$ cat src/rtl/seven_seg_counter.sv
// Four-digit BCD up/down counter driven by rising edges of Clk_Slow, with a
// multiplexed active-low seven-segment scan. Define SEG_LZ_BLANK_EN for leading-zero blanking.
module seven_seg_counter #(
  parameter int unsigned SCAN_DIV = 100000
) (
  input  logic        CLK,
  input  logic        RST_N,
  input  logic        Clk_Slow,
  input  logic        en,
  input  logic        clr,
  input  logic        up_dn,
  output logic [15:0] count,
  output logic        wrap,
  output logic [6:0]  SEG,
  output logic [3:0]  AN
);

  localparam int unsigned SCAN_W = (SCAN_DIV > 1) ? $clog2(SCAN_DIV) : 1;
  localparam logic [SCAN_W-1:0] SCAN_LAST = SCAN_W'(SCAN_DIV - 1);

  logic              slow_q;
  logic              tick;
  logic [16:0]       step;
  logic [15:0]       count_nxt;
  logic              wrap_nxt;
  logic [SCAN_W-1:0] scan_cnt;
  logic [1:0]        digit_idx;
  logic [3:0]        nibble;
  logic              blank;
  logic [6:0]        seg_nxt;
  logic [3:0]        an_nxt;

  // One BCD increment/decrement with ripple carry/borrow; bit 16 is the wrap-out.
  function automatic logic [16:0] bcd_step(input logic [15:0] v, input logic up);
    logic [15:0] r;
    logic        c;
    logic [3:0]  d;
    r = v;
    c = 1'b1;
    for (int i = 0; i < 4; i++) begin
      d = v[4*i +: 4];
      if (c) begin
        if (up) begin
          if (d == 4'd9) begin
            r[4*i +: 4] = 4'd0;
            c = 1'b1;
          end else begin
            r[4*i +: 4] = d + 4'd1;
            c = 1'b0;
          end
        end else begin
          if (d == 4'd0) begin
            r[4*i +: 4] = 4'd9;
            c = 1'b1;
          end else begin
            r[4*i +: 4] = d - 4'd1;
            c = 1'b0;
          end
        end
      end
    end
    return {c, r};
  endfunction

  function automatic logic [6:0] seg_decode(input logic [3:0] d);
    logic [6:0] s;
    case (d)
      4'd0:    s = 7'b1000000;
      4'd1:    s = 7'b1111001;
      4'd2:    s = 7'b0100100;
      4'd3:    s = 7'b0110000;
      4'd4:    s = 7'b0011001;
      4'd5:    s = 7'b0010010;
      4'd6:    s = 7'b0000010;
      4'd7:    s = 7'b1111000;
      4'd8:    s = 7'b0000000;
      4'd9:    s = 7'b0010000;
      default: s = 7'b1111111;
    endcase
    return s;
  endfunction

  // slow_q resets high so a Clk_Slow already high at reset release is not a tick.
  assign tick = Clk_Slow & ~slow_q;

  always_comb begin
    step      = bcd_step(count, up_dn);
    count_nxt = count;
    wrap_nxt  = 1'b0;
    if (clr) begin
      count_nxt = '0;
    end else if (tick && en) begin
      count_nxt = step[15:0];
      wrap_nxt  = step[16];
    end
  end

  always_ff @(posedge CLK) begin
    if (!RST_N) begin
      slow_q <= 1'b1;
      count  <= '0;
      wrap   <= 1'b0;
    end else begin
      slow_q <= Clk_Slow;
      count  <= count_nxt;
      wrap   <= wrap_nxt;
    end
  end

  always_ff @(posedge CLK) begin
    if (!RST_N) begin
      scan_cnt  <= '0;
      digit_idx <= 2'd0;
    end else if (scan_cnt == SCAN_LAST) begin
      scan_cnt  <= '0;
      digit_idx <= digit_idx + 2'd1;
    end else begin
      scan_cnt  <= scan_cnt + SCAN_W'(1);
    end
  end

  always_comb begin
    case (digit_idx)
      2'd0:    nibble = count[3:0];
      2'd1:    nibble = count[7:4];
      2'd2:    nibble = count[11:8];
      default: nibble = count[15:12];
    endcase
  end

  // Blank a digit only when it and everything above it are zero; digit0 always shows.
  always_comb begin
    blank = 1'b0;
`ifdef SEG_LZ_BLANK_EN
    case (digit_idx)
      2'd3:    blank = (count[15:12] == 4'd0);
      2'd2:    blank = (count[15:8] == 8'd0);
      2'd1:    blank = (count[15:4] == 12'd0);
      default: blank = 1'b0;
    endcase
`endif
  end

  always_comb begin
    an_nxt  = ~(4'b0001 << digit_idx);
    seg_nxt = blank ? 7'b1111111 : seg_decode(nibble);
  end

  always_ff @(posedge CLK) begin
    if (!RST_N) begin
      AN  <= 4'b1110;
      SEG <= 7'b1000000;
    end else begin
      AN  <= an_nxt;
      SEG <= seg_nxt;
    end
  end

endmodule

$ cat config.mk
export PLATFORM = sky130hd
export DESIGN_NAME = seven_seg_counter
export DESIGN_NICKNAME = d
export VERILOG_FILES = /design/src/rtl/seven_seg_counter.sv
export SDC_FILE = /design/constraint.sdc
export NUM_CORES = 1
export LEC_CHECK = 0
export CORE_MARGIN = 10
export CORE_UTILIZATION = 50
export CTS_CLUSTER_SIZE = 16
export DETAILED_ROUTE_END_ITERATION = 10
export PLACE_DENSITY = 0.82
export REMOVE_ABC_BUFFERS = 1
export SLEW_MARGIN = 30
export SYNTH_ARGS = -nofsm -noshare
export SYNTH_HDL_FRONTEND = slang
export SYNTH_SLANG_ARGS = --single-unit
$ cat constraint.sdc
create_clock -name CLK -period 2.6 [get_ports CLK]
set_input_delay 0.65 -clock CLK [delete_from_list [all_inputs] [get_ports CLK]]
set_output_delay 0.65 -clock CLK [all_outputs]
set_load 0.1 [all_outputs]
# After elaboration in Yosys (flattened, before gate mapping)
# Memory sizes are Yosys's and may differ from the RTL's. A register that Yosys moved wholly into a read port is not among the register bits.
# Cells that the tools add are included.
[word_totals]
elab_cells = 74
mem_count = 1
romBits = 112
output_inout_bits = 28
input_bits = 6
ff_bits = 41
[classes]
n_reduce_logical = 13
n_bitwise = 6
n_addsub = 10
muxes = 27
n_eq_ne = 7
n_shift = 1
[memory_table]
columns = ["name", "words", "width", "rd", "rd_clocked_by_memory_dff", "wr", "line_no", "rtl"]
rows = [
  ["(name not given)", 16, 7, 1, 1, 0, "67", "case (d)"],
]
[ops]
columns = ["cell", "n"]
rows = [
  ["two-way mux 4 bit", 12],
  ["adder 17 x 1 -> 17 bit (second input constant)", 1],
  ["equality test 17 bit (second input constant)", 1],
  ["adder 4 x 1 -> 4 bit (second input constant)", 4],
  ["equality test 4 bit (second input constant)", 4],
  ["logical NOT 4 bit", 4],
  ["subtractor 4 x 1 -> 4 bit (second input constant)", 4],
  ["two-way mux 1 bit", 14],
  ["one-hot mux 4 bit (3 select lines)", 1],
  ["AND reduction 2 bit", 3],
  ["inverter 1 bit", 4],
  ["inverter 4 bit", 1],
  ["OR reduction 2 bit", 2],
  ["OR reduction 4 bit", 1],
  ["left shift 1 x 2 -> 4 bit (first input constant)", 1],
  ["adder 2 x 1 -> 2 bit (second input constant)", 1],
  ["equality test 2 x 1 -> 1 bit (second input constant)", 1],
  ["equality test 2 bit (second input constant)", 1],
  ["logical NOT 2 bit", 1],
  ["bitwise AND 1 bit", 1],
  ["logical AND 1 bit", 1],
  ["logical NOT 1 bit", 1],
]

# Logic depth before layout (Yosys ltp)
[logic_depth]
ltp_word = 7
ltp_mapped = 8
depth_no_buf = 8

# Least setup slack after synthesis
# No wires, ideal clock.
[synth_path]
path_type = "reg2reg"
from = "register count[0]"
to = "register SEG[3]"
setup_time_ps = 124
synth_period_minus_slack_ps = 2473
t_arrival_ps = 2348
required_time_ps = 2476
path_stages_with_launch = 8
path_slack_ps = 127
path_buffers = 1
cell_sequence = "dfxtp_1 buf_2 a222oi_1 mux2i_1 inv_1 ha_1 o21ai_0 a31oi_1"
[synth_between]
elab_chain_len = 1
[synth_rtl]
columns = ["item", "line_no", "rtl"]
rows = [
  ["from (decl)", "12", "output logic [15:0] count,"],
  ["from (signal assigned)", "105", "count <= count_nxt;"],
  ["one-hot mux 4 bit (3 select lines)", "123", "case (digit_idx)"],
  ["to (decl)", "14", "output logic [6:0] SEG,"],
]
# No other way between the ends.
# A chain may end at the register's enable or synchronous reset.

# Worst setup path in the final report
[layout_path]
from = "register digit_idx[0]"
to = "register SEG[6]"
[layout_between]
elab_chain_len = 2
word_cells_on_any_way = 4
cone_classes = "2 x eq/ne; 1 x mux; 1 x reduce/logical"
[layout_rtl]
columns = ["item", "line_no", "rtl"]
rows = [
  ["from (decl)", "27", "logic [1:0] digit_idx;"],
  ["from (signal assigned)", "116", "digit_idx <= digit_idx + 2'd1;"],
  ["equality test 2 bit, or another cell as far along", "123", ""],
  ["one-hot mux 4 bit (3 select lines) *", "123", ""],
]
# Mark *: on every way between the ends. The rest lies on a longest branch, timed or not.

==> summary.md <==
| Metric | Value |
|---|---|
| Status | `complete, no violations` |
| Total clock sinks | `48` |
| Xor and xnor area share after synthesis | `just over 7%` |
| Via count | `2470` |
| Postcts setup bufs | `0` |
| CP Capture Type | `register` |
| Largest family of logic cells by synthesized area | `simple AND/OR/NAND/NOR gates` |
| Crit path DAT | `~2.4 ns` |
| CTS tree | `done` |
| Vias in the first global route | `approximately 2300` |
| Residual DRC count | `0` |
| Fin Clk Skew | `around 0.0027 ns` |
| Most frequent cells in the layout | `48 x dfxtp_1, 35 x nor2_1, 35 x buf_4` |
| CP Class | `register to register` |
| Rel. slew slack | `roughly two thirds` |
| Largest net degree at the start of global routing | `17` |
| Fraction of registers with async set/reset | `0%` |
| Max_cap viols | `0` |
| Worst Hold Class | `register to register` |
| Share of layout cells above drive strength 1 | `~15%` |
| Synth Flop Type | `dfxtp_1` |
| Fin crit period | `2.24 ns` |
| Top cells by area, synth | `dfxtp_1 35%, xnor2_1 5.2%, nor2_1 4.8%, ha_1 4.1%, a21oi_1 3.3%` |
| Dominant cell type by area after synthesis | `dfxtp_1` |
| Seq pwr share | `roughly 60%` |
| Total global-route track usage | `approximately 14%` |
| DP HPWL | `about 4.5 mm` |
| Share of the synthesized area in the top cell type | `~35%` |
| Clock latency at the later pin of the worst-skew pair | `0.30 ns` |
| WHS Endpoint | `scan_cnt[0]$_SDFF_PP0_` |
| Clk root buf | `clkbuf_8` |
| First-pass DRT Iterations | `4` |
| Pleak | `between 1 and 1.5 nW` |
| Worst Setup Start Kind | `register` |
| Gr ovfl total | `0` |
| Critical R2R Capture | `SEG[6]$_SDFF_PN1_` |
| Internal power | `around 960 uW` |
| Core Box Area | `0.00520 sq mm` |
| Post_cts resized | `0` |
| Syn-to-layout area delta | `13.8%` |
| Die height | `93.7 um` |
| Commonest non-fill, non-tap cell in the layout | `dfxtp_1` |
| Slew Limit Fails | `0` |
| Final WL | `approximately 6.1 mm` |
| Reg2reg path depth | `7` |
| Initial antenna violation count | `0` |
| Final period util | `86.2%` |
| Simple-Gate Fraction of Synth Area | `approximately a quarter` |
| Pwr per Cell Area | `411 mW/mm^2` |
| # rows | `26` |
| DIE AREA | `about 0.0088 sq mm` |
| Synth cell types | `61` |
| Synthesis-stage register bit count | `48` |
| Initial DRC Count | `roughly 160` |
| Initial core utilization | `52.2%` |
| Sw Share | `about a quarter` |
| Worst Hold Path Cells | `1` |
| VDD IR max | `~300 uV` |
| Net load switching power | `between 300 and 400 uW` |
| Unrepaired setup endpoints after global routing | `no` |
| Final Hold Fails | `0` |
| Via/cell ratio | `5.83` |
| Comb pwr share | `about 7.6%` |
| CTS Buf Count | `5` |
| Clock slew seen by the registers of the worst setup and hold paths | `about 0.080 ns` |
| Power share of the clock group | `between 30% and 40%` |
| Fmax | `approximately 450 MHz` |
| Area of the mapped netlist | `0.00272 sq mm` |
| Mux share of post-synthesis cell area | `under 10%` |
| Area share of fa/ha/maj cells after synthesis | `4.14%` |
| Register area share after synthesis | `between 30% and 40%` |
| Filler instances | `between 400 and 500` |
| R2r setup slk | `approximately 0.36 ns` |
| Ys Warns | `0` |
| Post-synth EDFFs | `0` |
| Max FO, Critical Path | `9` |
| Hold_ws | `between 0.4 and 0.5 ns` |
| Area occupied by multi-input gates | `0.00161 sq mm` |
| Port bufs | `33` |
| Worst Path Required | `around 2.8 ns` |
| Inserted Diodes | `0` |
| CTS max path bufs | `2` |
| Routed Antenna Nets | `0` |
| Placer congestion estimate | `roughly 0.85` |
| Final nets | `about 370` |
| Final setup fails | `0` |
| Syn avg cell area | `about 8.2 sq um` |
| Io pins | `34` |
| Syn Inst Count | `331` |
| Post-CTS Hold Buffers | `0` |
| H-Tree Depth | `2` |
| FF/Latch Area | `961 sq um` |
| Worst r2r src | `digit_idx[0]$_SDFFE_PN0N_` |
| Chip width | `93.7 um` |
| Slew @ Worst Pin | `0.463 ns` |
| Complex-gate fraction of the synthesized area | `20.0%` |
| Post-layout total power | `1.27 mW` |
| Setup TNS | `0 ns` |
| Avg WL per Cell | `around 14 um` |
| First-pass GRT wire length | `approximately 10 mm` |
| Worst Hold Launch | `scan_cnt[0]$_SDFF_PP0_` |
==> area by class of cell <==
type	instances	share of cell area, %
Multi-Input combinational cell	247	51.9
Sequential cell	48	31.1
Timing Repair Buffer	40	10.1
Tap cell	70	2.83
Clock buffer	5	2.22
Inverter	12	1.46
Clock inverter	2	0.405
==> kinds of logic after synthesis <==
| family | count (synthesis) |
|---|---|
| xor+xnor | 22 |
| fa+ha+maj | 9 |
| simple gates | 130 |
| compound gates | 80 |
| flops | 48 |
| buf+inv | 36 |
| mux | 6 |
==> state kept, by name, summed over array words and instances, names as in the netlist <==
name       cells
scan_cnt      17
wrap           1
AN             4
slow_q         1
count         16
digit_idx      2
SEG            7
==> synthesized netlist by cell type, types with 2 or more instances <==
cell type / count
dfxtp_1: 48
nor2_1: 35
a21oi_1: 18
nand2_1: 18
o21ai_0: 16
xnor2_1: 16
nand3_1: 14
clkbuf_1: 13
inv_1: 11
nor3_1: 11
ha_1: 9
a31oi_1: 7
and3_1: 7
buf_2: 7
nor4_1: 7
xor2_1: 6
a211oi_1: 5
nand4_1: 5
nor2b_1: 5
or3_1: 5
a311oi_1: 4
mux2i_1: 4
or2_2: 4
a222oi_1: 3
buf_1: 3
nand2b_1: 3
o211ai_1: 3
o21bai_1: 3
a22oi_1: 2
and2_1: 2
nand3b_1: 2
nand4b_1: 2
o21a_1: 2
o22ai_1: 2
o31ai_1: 2
or4_1: 2
==> power by group through the flow <==
stage	combinational (mW)	sequential (mW)	clock, mW
floorplan	0.0455	0.777	0
finish	0.0969	0.749	0.426
global placement	0.0938	0.766	0
CTS	0.0959	0.749	0.443
global route	0.107	0.750	0.468
detailed placement	0.0955	0.766	0
==> metal layers <==
layer	vias to the layer above	routed length (um)	GRT usage, %
li1	1246	-	-
met1	1170	2690	16.5
met2	46	3070	24.1
met3	8	293	2.72
met4	0	69	5.19
met5	-	0	0
==> worst max-delay path, cell delays in order, from the launching register on <==
cell and delay, ns:
dfxtp_1 0.40, inv_1 0.10, ha_1 0.27, a222oi_1 0.49, mux2i_2 0.25, ha_1 0.26
nor4_1 0.28, a31oi_1 0.07
==> per-stage QoR <==
step,std cells,util (%),setup slack (ns),area (sq um)
floorplan,307,-,0.137,2610
global placement,417,57.9,0.289,3010
detailed placement,417,57.9,0.221,3010
CTS,424,59.4,0.345,3090
global route,424,59.4,0.198,3090
finish,424,59.4,0.358,3090
==> worst max path at each step <==
stage / to / slack, ns / from
after floorplan: SEG[3]$_SDFF_PN0_ / 0.14 / count[0]$_SDFFE_PP0P_
after global placement: wrap$_SDFF_PP0_ / 0.29 / up_dn
after detailed placement: wrap$_SDFF_PP0_ / 0.22 / up_dn
after CTS: SEG[6]$_SDFF_PN1_ / 0.34 / digit_idx[0]$_SDFFE_PN0N_
after global routing: SEG[6]$_SDFF_PN1_ / 0.20 / digit_idx[0]$_SDFFE_PN0N_
final: SEG[6]$_SDFF_PN1_ / 0.36 / digit_idx[0]$_SDFFE_PN0N_
(Power assumes the default switching activity.)
==> edit, RTL diff (same settings) <==
Register the inputs `en`, `clr` and `up_dn` before use. The logic sees them one clock later.
--- a/src/rtl/seven_seg_counter.sv
+++ b/src/rtl/seven_seg_counter.sv
@@ -17,6 +17,16 @@
 
   localparam int unsigned SCAN_W = (SCAN_DIV > 1) ? $clog2(SCAN_DIV) : 1;
   localparam logic [SCAN_W-1:0] SCAN_LAST = SCAN_W'(SCAN_DIV - 1);
+
+  logic en_q;
+  logic clr_q;
+  logic up_dn_q;
+
+  always_ff @(posedge CLK) begin
+    en_q    <= en;
+    clr_q   <= clr;
+    up_dn_q <= up_dn;
+  end
 
   logic              slow_q;
   logic              tick;
@@ -84,12 +94,12 @@
   assign tick = Clk_Slow & ~slow_q;
 
   always_comb begin
-    step      = bcd_step(count, up_dn);
+    step      = bcd_step(count, up_dn_q);
     count_nxt = count;
     wrap_nxt  = 1'b0;
-    if (clr) begin
+    if (clr_q) begin
       count_nxt = '0;
-    end else if (tick && en) begin
+    end else if (tick && en_q) begin
       count_nxt = step[15:0];
       wrap_nxt  = step[16];
     end
Formal check against the unedited RTL: not equivalent (Yosys sat finds a counterexample within 4 cycles, from zero or initial values and one cycle with RST_N low).
==> edit against the original RTL <==
- sequential cell count increased by 3
- worst setup slack improved by 110 ps
- count of clock-buffer cells in the layout is the same
- clock skew grew 3.0 ps
- design area rose by 2.8%
- via count down 0.49%
- wire length shrank 1.4%
- non-clock buffer count fell by 1
- sequential power increased by 7.1%
- total power increased by 14%
- combinational power down 5.0%
- synthesized area rose by 2.2%
- critical path type unchanged
==> edit: results (changes against the original RTL) <==
Outcome
  – Result of the run: finished, final reports clean

Cells and area
  – Multi-input combinational area share: 50.5% (-1.4 points)
  – Count of plain and timing-repair buffers: 39 (-2.5%)
  – FF+latch area: 1020 sq um (+6.3%)
  – Layout cell share with drive strength beyond 1: 14.8% (-0.13 points)
  – Final core utilization: 58.5% (-0.97 points)
  – Data buffer area share: 9.60% (-0.51 points)

STA
  – Highest Clock Rate: 470 MHz (+5.3%)
  – Hold_ws: 482 ps (+12.2 ps)
  – Post-Route Skew: 5.65 ps (+2.99 ps)
  – Slew headroom: 61.8% (-6.4 points)

Detailed routing
  – Initial DRC count: 236 (+45%)
  – Routed wl met3: 374 um (+28%)
  – Vias/cell: 5.73 (-1.6%)
  – WL met1: 2770 um (+3.3%)
  – Routed length on met2: 2820 um (-8.0%)
  – WL final: 6030 um (-1.4%)
  – Pre-antenna DRT Iters: 5 (+1)

Setup path
  – Crit-path slowest cell: dfxtp_1
  – Reg2Reg Setup Slack: 470 ps (+110 ps)
  – Crit-path max cell delay: 410 ps (-80 ps)
  – Arrival @ worst endpoint: 2320 ps (-100 ps)

Power
  – Leak: 1.15 nW (+3.5%)
  – Comb group: 92.1 uW (-5.0%)
  – Max IR drop VDD: 0.000277 V (-6.8%)
  – Sw power: 344 uW (+9.8%)

Global route
  – Met3 usage: 2.93% (+0.22 points)
  – GR Util met1: 17.6% (+1.1 points)
  – Vias in the first global route: 2,185 (-3.9%)
  – Gr usage total: 13.7% (-0.24 points)
  – GR Util met2: 22.3% (-1.8 points)
  – Global-route wire length before repair: 10,400 um (-0.27%)

Place
  – Dpl ws: 239 ps (+17.4 ps)
  – Final GP Congestion: 0.841 (-0.69%)
  – Dpl hpwl: 4370 um (-2.7%)
  – Cells after DPL: 421 (+0.96%)

Clock tree
  – Clk pin slew, worst setup/hold paths: 100 ps (+20 ps)

Die
  – Die Area: 8940 sq um (+1.7%)
## edit: cell types whose count changed after synthesis, sizes merged
cell   change
dfxtp      +3
## edit: cell families (layout without fill, tap and decap cells)
family	Yosys count	count (layout)	synth area share, %
XOR/XNOR	22	22	6.94
adder cells (fa/ha/maj)	9	9	4.05
flip-flops	51	51	36.8
buffers and inverters	36	59	5.45
multiplexers	6	6	2.34
AND/OR/NAND/NOR	130	130	24.9
AO/OA/AOI/OAI	80	80	19.5
## edit: worst paths after layout
check | from | endpoint | depth (start not counted)
max reg2reg | digit_idx[0]$_SDFFE_PN0N_ | SEG[3]$_SDFF_PN0_ | 7
max | digit_idx[0]$_SDFFE_PN0N_ | SEG[3]$_SDFF_PN0_ | 7
min | scan_cnt[0]$_SDFF_PP0_ | scan_cnt[0]$_SDFF_PP0_ | 1
min reg2reg | scan_cnt[0]$_SDFF_PP0_ | scan_cnt[0]$_SDFF_PP0_ | 1
